$ cat config.mk
export PLATFORM = sky130hd
export DESIGN_NAME = ship_game_controller
export DESIGN_NICKNAME = d
export VERILOG_FILES = /design/src/rtl/ship_game_controller.sv
export SDC_FILE = /design/constraint.sdc
export NUM_CORES = 1
export LEC_CHECK = 0
export BUFFER_PORTS_ARGS = -buffer_cell sky130_fd_sc_hd__buf_2
export CORE_AREA = 2 2 221 114
export CTS_CLUSTER_DIAMETER = 60
export DETAILED_ROUTE_END_ITERATION = 8
export DIE_AREA = 0 0 223 116
export GPL_TIMING_DRIVEN = 0
export RECOVER_POWER = 25
export SKIP_LAST_GASP = 1
export SYNTH_ARGS = -nofsm -noshare
export SYNTH_HDL_FRONTEND = slang
export SYNTH_SLANG_ARGS = --single-unit
$ cat constraint.sdc
create_clock -name CLK -period 4.1 [get_ports CLK]
set_input_delay 0.205 -clock CLK [delete_from_list [all_inputs] [get_ports CLK]]
set_output_delay 0.205 -clock CLK [all_outputs]
set_load 0.02 [all_outputs]
$ cat src/rtl/ship_game_controller.sv
// Game-play sequencer for the spaceship game: button conditioning, TITLE/PLAY/OVER FSM, heading, weapon and score.
// Optional macro AUTO_REPEAT_EN adds frame-based auto-repeat for held rotate buttons.
module ship_game_controller #(
    parameter int DEBOUNCE_CYCLES = 252000,
    parameter int NUM_WEAPONS     = 3,
    parameter int SCORE_MAX       = 99999
`ifdef AUTO_REPEAT_EN
    ,
    parameter int REPEAT_FRAMES   = 8
`endif
) (
    input  logic        CLK,
    input  logic        RESET,
    input  logic        frame_tick,
    input  logic        Rotate_CW,
    input  logic        Rotate_CCW,
    input  logic        Weapon_switch,
    input  logic        Interaction,
    input  logic        ship_hit,
    input  logic        enemy_kill,
    input  logic [7:0]  kill_points,
    output logic [1:0]  game_state,
    output logic [3:0]  heading,
    output logic [1:0]  weapon,
    output logic [17:0] score
);

    localparam int DBW = $clog2(DEBOUNCE_CYCLES + 1);
    localparam logic [DBW-1:0] DB_LAST   = DBW'(DEBOUNCE_CYCLES - 1);
    localparam logic [DBW-1:0] DB_ZERO   = {DBW{1'b0}};
    localparam logic [1:0]     WPN_LAST  = 2'(NUM_WEAPONS - 1);
    localparam logic [17:0]    SCORE_SAT = 18'(SCORE_MAX);

    typedef enum logic [1:0] {
        ST_TITLE = 2'd0,
        ST_PLAY  = 2'd1,
        ST_OVER  = 2'd2
    } state_t;

    // Button bit order: 0=CW, 1=CCW, 2=weapon, 3=interaction
    logic [3:0]     w_raw;
    logic [3:0]     r_sync1, r_sync2, r_deb, r_deb_d;
    logic [DBW-1:0] r_cnt [4];
    logic [3:0]     w_press;

    state_t         r_state, w_state_nxt;
    logic           w_in_play, w_play_nxt;
    logic           r_pend_cw, r_pend_ccw, w_pend_cw_nxt, w_pend_ccw_nxt;
    logic           w_cw_evt, w_ccw_evt, w_eff_cw, w_eff_ccw;
    logic [1:0]     w_rep;
    logic [3:0]     r_heading, w_heading_nxt;
    logic [1:0]     r_weapon, w_weapon_nxt;
    logic [17:0]    r_score, w_score_nxt, w_sum;

    assign w_raw   = {Interaction, Weapon_switch, Rotate_CCW, Rotate_CW};
    assign w_press = r_deb & ~r_deb_d;

    // Synchronise raw buttons and accept a new level only after it has differed for DEBOUNCE_CYCLES cycles
    always_ff @(posedge CLK or posedge RESET) begin
        if (RESET) begin
            r_sync1 <= 4'b0000;
            r_sync2 <= 4'b0000;
            r_deb   <= 4'b0000;
            r_deb_d <= 4'b0000;
            for (int i = 0; i < 4; i++) r_cnt[i] <= DB_ZERO;
        end else begin
            r_sync1 <= w_raw;
            r_sync2 <= r_sync1;
            r_deb_d <= r_deb;
            for (int i = 0; i < 4; i++) begin
                if (r_sync2[i] == r_deb[i]) begin
                    r_cnt[i] <= DB_ZERO;
                end else if (r_cnt[i] == DB_LAST) begin
                    r_deb[i] <= r_sync2[i];
                    r_cnt[i] <= DB_ZERO;
                end else begin
                    r_cnt[i] <= r_cnt[i] + DBW'(1);
                end
            end
        end
    end

    // Game state register
    always_ff @(posedge CLK or posedge RESET) begin
        if (RESET) r_state <= ST_TITLE;
        else       r_state <= w_state_nxt;
    end

    // Game state transitions
    always_comb begin
        w_state_nxt = r_state;
        case (r_state)
            ST_TITLE: if (w_press[3]) w_state_nxt = ST_PLAY; else w_state_nxt = ST_TITLE;
            ST_PLAY:  if (ship_hit)   w_state_nxt = ST_OVER; else w_state_nxt = ST_PLAY;
            ST_OVER:  if (w_press[3]) w_state_nxt = ST_PLAY; else w_state_nxt = ST_OVER;
            default:  w_state_nxt = ST_TITLE;
        endcase
    end

    assign w_in_play  = (r_state == ST_PLAY);
    assign w_play_nxt = (w_state_nxt == ST_PLAY);
    assign w_cw_evt   = w_press[0] & ~w_press[1];
    assign w_ccw_evt  = w_press[1] & ~w_press[0];

`ifdef AUTO_REPEAT_EN
    localparam int RPW = $clog2(REPEAT_FRAMES + 1);
    localparam logic [RPW-1:0] RP_LAST = RPW'(REPEAT_FRAMES - 1);
    localparam logic [RPW-1:0] RP_ZERO = {RPW{1'b0}};
    logic [RPW-1:0] r_rep_cnt [2];

    // Repeat fires on the tick that completes another REPEAT_FRAMES-frame period of a held rotate button
    always_comb begin
        for (int i = 0; i < 2; i++) begin
            w_rep[i] = w_in_play & r_deb[i] & frame_tick & (r_rep_cnt[i] == RP_LAST);
        end
    end

    // Frame counters for held rotate buttons, cleared on release or outside PLAY
    always_ff @(posedge CLK or posedge RESET) begin
        if (RESET) begin
            for (int i = 0; i < 2; i++) r_rep_cnt[i] <= RP_ZERO;
        end else begin
            for (int i = 0; i < 2; i++) begin
                if (!w_in_play || !r_deb[i])      r_rep_cnt[i] <= RP_ZERO;
                else if (frame_tick && w_rep[i])  r_rep_cnt[i] <= RP_ZERO;
                else if (frame_tick)              r_rep_cnt[i] <= r_rep_cnt[i] + RPW'(1);
                else                              r_rep_cnt[i] <= r_rep_cnt[i];
            end
        end
    end
`else
    assign w_rep = 2'b00;
`endif

    assign w_eff_cw  = r_pend_cw  | w_rep[0];
    assign w_eff_ccw = r_pend_ccw | w_rep[1];
    assign w_sum     = r_score + {10'b0000000000, kill_points};

    // Next heading, pending flags, weapon and score
    always_comb begin
        w_pend_cw_nxt  = r_pend_cw;
        w_pend_ccw_nxt = r_pend_ccw;
        w_heading_nxt  = r_heading;
        w_weapon_nxt   = r_weapon;
        w_score_nxt    = r_score;
        if (!w_play_nxt) begin
            w_pend_cw_nxt  = 1'b0;
            w_pend_ccw_nxt = 1'b0;
        end else if (!w_in_play) begin
            w_pend_cw_nxt  = 1'b0;
            w_pend_ccw_nxt = 1'b0;
            w_heading_nxt  = 4'd0;
        end else if (frame_tick) begin
            // The tick consumes current flags; a press in this same cycle arms the next tick
            if (w_eff_cw && !w_eff_ccw)      w_heading_nxt = r_heading + 4'd1;
            else if (w_eff_ccw && !w_eff_cw) w_heading_nxt = r_heading - 4'd1;
            else                             w_heading_nxt = r_heading;
            w_pend_cw_nxt  = w_cw_evt;
            w_pend_ccw_nxt = w_ccw_evt;
        end else begin
            w_pend_cw_nxt  = r_pend_cw  | w_cw_evt;
            w_pend_ccw_nxt = r_pend_ccw | w_ccw_evt;
        end

        if (w_play_nxt && !w_in_play) begin
            w_weapon_nxt = 2'd0;
            w_score_nxt  = 18'd0;
        end else if (w_in_play) begin
            if (w_press[2]) w_weapon_nxt = (r_weapon == WPN_LAST) ? 2'd0 : r_weapon + 2'd1;
            else            w_weapon_nxt = r_weapon;
            if (enemy_kill) w_score_nxt = (w_sum > SCORE_SAT) ? SCORE_SAT : w_sum;
            else            w_score_nxt = r_score;
        end else begin
            w_weapon_nxt = r_weapon;
            w_score_nxt  = r_score;
        end
    end

    // Play-state registers
    always_ff @(posedge CLK or posedge RESET) begin
        if (RESET) begin
            r_pend_cw  <= 1'b0;
            r_pend_ccw <= 1'b0;
            r_heading  <= 4'd0;
            r_weapon   <= 2'd0;
            r_score    <= 18'd0;
        end else begin
            r_pend_cw  <= w_pend_cw_nxt;
            r_pend_ccw <= w_pend_ccw_nxt;
            r_heading  <= w_heading_nxt;
            r_weapon   <= w_weapon_nxt;
            r_score    <= w_score_nxt;
        end
    end

    assign game_state = r_state;
    assign heading    = r_heading;
    assign weapon     = r_weapon;
    assign score      = r_score;

endmodule
# Yosys cells after proc, flatten, opt, wreduce, memory -nomap -nowiden

Cells that the tools add are included.

Multiplexer cells: 30
Order comparisons: 1
Eq/ne operators: 14
Reductions and logical operators: 17
Bitwise logic cells: 12
$add $sub $neg: 8

Operators with widths:

| kind                  | count |
|---|---|
| $mux 18               | 12 |
| $add 18x1->18 const B | 4 |
| $eq 18x18->1 const B  | 4 |
| $add 18x8->18         | 1 |
| $gt 18x17->1 const B  | 1 |
| $mux 4                | 4 |
| $mux 2                | 6 |
| $reduce_and 2->1      | 6 |
| $mux 1                | 7 |
| $not 1->1             | 6 |
| $pmux 2 s3            | 1 |
| $reduce_bool 2->1     | 3 |
| $add 4x1->4 const B   | 1 |
| $and 4x4->4           | 1 |
| $eq 1x1->1            | 4 |
| $eq 2x1->1 const B    | 2 |
| $eq 2x2->1 const B    | 2 |
| $not 4->4             | 1 |
| $sub 4x1->4 const B   | 1 |
| $logic_and 1x1->1     | 3 |
| $logic_not 1->1       | 3 |
| $ne 3x1->1 const B    | 1 |
| $reduce_and 3->1      | 1 |
| $add 2x1->2 const B   | 1 |
| 4 further kinds       | 6 |

Bits in registers: 116
Output and inout port bits: 26

# Logic depth before layout (Yosys ltp)

Word-level depth: 8
Depth in mapped cells: 11
Gate-level depth less buffers: 10

# Worst setup path after synthesis

No wires, ideal clock.

Kind: reg2reg
Start: reg r_score[0] (netlist: score[0])
End: reg r_score[16] (netlist: score[16])
Cell stages (with the launch flop): 11
Slack: 1.321 ns
Setup time: 0.143 ns
Arrival time: 2.636 ns
Period minus slack after synthesis: 2.779 ns
Buffers on the path: 0
Cells stage by stage: dfrtp_1 ha_1 inv_1 fa_1 nand2b_1 a21o_1 a21oi_4 o21ai_0 a221o_1 a211oi_4 o221ai_1

Longest elaborated chain between the ends: 6

RTL lines:

| what                     | RTL line | RTL |
|---|---|---|
| start, declared          | 53       | `logic [17:0] r_score, w_score_nxt, w_sum;` |
| start signal, assigned   | 192      | `r_score <= w_score_nxt;` |
| $add 18x8->18 (*)        | 137      | `assign w_sum = r_score + {10'b0000000000, kill_points};` |
| $gt 18x17->1             | 171      | `if (enemy_kill) w_score_nxt = (w_sum > SCORE_SAT) ? SCORE_SAT : w_sum;` |
| $mux 18 (*) (2 in a row) | 171      |  |
| $mux 18 (*)              | 168      | `end else if (w_in_play) begin` |
| $mux 18 (*)              | 165      | `if (w_play_nxt && !w_in_play) begin` |

Mark *: on every way between the ends. The rest lies on a longest branch, timed or not. The select of a mux whose other input is x is not followed.
A chain may end at the register's enable or synchronous reset.

# Worst setup path after layout

Ends and elaborated chain as after synthesis.

==> impl_metrics.toml <==
[cells_and_area]
fin_cells = 1004
post-route-util = 0.304
final_cell_mix = "116 x dfrtp_1, 107 x nor2_1, 48 x nand3_1, 45 x xor2_1, 44 x buf_2"
n_antenna_cell = 0
drive_gt1_frac = 0.138
num-fill-cells = 2428
layout_commonest_cell = "dfrtp_1"
fin_area_mm2 = 0.00723
nets = 710
syn_to_final_growth_pct = 22.0

[timing]
worst_pin_slew_ns = 0.990
hold_viol_final = 0
skew_ns = 0.00724
relSlewSlack = 0.337
rsz0062_at_grt = "no"
fin_crit_ns = 3.07
clock.fmax_ghz = 0.326
maxSlewViolCount = 0
post-route-period-util = 0.748
setup_viol = 0

[synth]
post_synth.cell_area_avg_um2 = 9.72
ys.flop_type = "dfrtp_1"
postSynth.asyncResetShare = 1.00
yosysWarnings = 0
ys_types = 54
ys_seq_area_frac = 0.490
synth_nets = 643
syn_inst = 610
synth_edf_count = 0
ys_seq_elements = 116
synth_area_mm2 = 0.00593

[place]
gp_congestion = 0.783
dp_hpwl_mm = 8.79
place_area_mm2 = 0.00656
place_inst = 968
port_buffers = 42

[cts]
ctsResizeCount = 0
clockRootBuffer = "clkbuf_16"
cts.clk_slew.worst_paths_ns = 0.05
cts_inserted_buffers = 17
clock_latency_ns = 0.42
cts-htree-levels = 4
hold_buffers = 5
ctsLongestPathBuffers = 2
cts_tree = "built"
numClockSinks = 116
cts_setup_buffers = 0

[routing]
initialDrtViolationCount = 271
drt_pass1_iterations = 4
vias = 4573
via_per_inst = 4.55
finalWirelength_mm = 12.5
antenna_left = 0
remaining_drc_errors = 0
wl_per_cell_um = 12.4

[setup_path]
critPathMaxStageDelay_ns = 0.45
worst_path_max_delay_cell = "a211oi_4"
worstPathCellList = "ha_1 -> inv_1 -> fa_1 -> nand2b_1 -> a21o_1 -> a21oi_4 -> o21ai_0 -> a221o_1 -> a211oi_4 -> o221ai_1"
arrival_ns = 3.34
end_kind = "flip-flop"
critical_path_peak_fanout = 10
cp-start-kind = "flip-flop"
critPathKind = "reg2reg"
required_ns = 4.38

[grt]
grt_pass1_wl_mm = 20.9
grt_max_degree = 97
grt-ovfl-total = 0
track_usage = 0.102
grt_pass1_vias = 4427
antenna_found_initial = 0

[power_and_ir_drop]
leakage_nw = 3.29
peakVddDrop_uv = 276
power.density_mw_per_mm2 = 386

[floorplan]
num_rows = 40
core_area_mm2 = 0.0238
chipWidth_um = 223
dieHeight_um = 116
ios = 43
start_util = 0.249
dieArea_mm2 = 0.0259

[worst_hold_path]
hold_class = "in2reg"

[flow_run]
maxCapViolations = 0

[outcome]
status = "finished clean"
[layer usage]
layer / part of all wire / vias to the layer above / global-route usage
met5: 0 / - / 0
met4: 0.014 / 0 / 0.0412
met3: 0.032 / 16 / 0.0299
met2: 0.48 / 51 / 0.176
met1: 0.47 / 2264 / 0.121
li1: - / 2242 / -
[cell families (layout without fill, tap and decap cells)]
kind of cell	Yosys count	in the layout	share of synthesized area
simple gates	276	276	0.222
flops	116	116	0.490
compound gates	86	86	0.105
xor+xnor	76	76	0.112
buf+inv	34	113	0.0232
fa+ha+maj	16	16	0.0363
mux	6	6	0.0110
[area by class of cell]
type                       instances  area (µm²)  share of cell area
inverter                          18        68.8             0.00952
clock inverter                     9         125              0.0173
buffer                            16        70.1             0.00969
timing repair buffer              48         288              0.0398
sequential                       116        2900               0.402
tap                              315         394              0.0545
clock buffer                      22         494              0.0684
multi-input combinational        460        2890               0.399
[cells in the mapped netlist (4+ instances only)]
cell type,number,area share
mux2_2,4,0.0076
nor2_1,107,0.068
ha_1,14,0.030
inv_1,18,0.011
o21ai_0,21,0.018
o221ai_1,5,0.0074
nand2b_1,8,0.0084
a21oi_1,15,0.013
a22oi_1,7,0.0089
nand2_1,42,0.027
dfrtp_1,116,0.49
nor3_1,12,0.010
and3_1,15,0.016
nand4_1,11,0.012
nand3_1,48,0.041
o211ai_1,4,0.0051
and2_1,6,0.0063
clkbuf_1,13,0.0082
nor4b_1,8,0.012
xor2_1,45,0.066
xnor2_1,31,0.046
a21o_1,9,0.011
or2_2,4,0.0042
[power breakdown]
part | leakage, nW | total, mW | switching [mW] | internal [mW]
registers | 1.59 | 1.17 | 0.0120 | 1.16
logic | 1.39 | 0.0873 | 0.0565 | 0.0308
clock network | 0.304 | 1.53 | 0.505 | 1.03
[stage by stage]
stage / setup WS, ns / power, mW / hold WS (ns) / setup TNS, ns
2_1_floorplan: 0.823 / 1.25 / 0.236 / 0
3_3_place_gp: -0.554 / 1.27 / 0.314 / -63.17
3_5_place_dp: 1.04 / 1.28 / 0.162 / 0
4_1_cts: 1.03 / 2.82 / 0.00614 / 0
5_1_grt: 0.804 / 2.89 / 0.00741 / 0
6_report: 1.03 / 2.79 / 0.0148 / 0
[path summary, 6_finish.rpt]
path | endpoint | startpoint | cells after the start | slack [ns]
setup / recovery | score[16] | score[0] | 10 | 1.03
hold / removal | r_pend_ccw | ship_hit | 2 | 0.01
setup reg to reg | score[16] | score[0] | 10 | 1.03
hold reg to reg | r_sync2[1] | r_sync1[1] | 0 | 0.35
max in group asynchronous | weapon[0] | RESET | 4 | 2.66
min in group asynchronous | r_sync1[0] | RESET | 3 | 0.52
[sequential cells by signal, summed over array words and instances, names as in the netlist]
| register | flops |
|---|---|
| r_sync1 | 4 |
| game_state | 2 |
| r_deb_d | 4 |
| r_sync2 | 4 |
| weapon | 2 |
| r_pend_cw | 1 |
| r_pend_ccw | 1 |
| r_cnt | 72 |
| heading | 4 |
| score | 18 |
| r_deb | 4 |
[worst max-delay path: cells and delay by family, from the launching register on]
| kind | cells | cell delay (ns) |
|---|---|---|
| AND/OR/NAND/NOR | 1 | 0.22 |
| buffers and inverters | 1 | 0.06 |
| adder cells (fa/ha/maj) | 2 | 0.58 |
| flip-flops | 1 | 0.38 |
| AO/OA/AOI/OAI | 6 | 1.69 |
(Power assumes the default switching activity.)
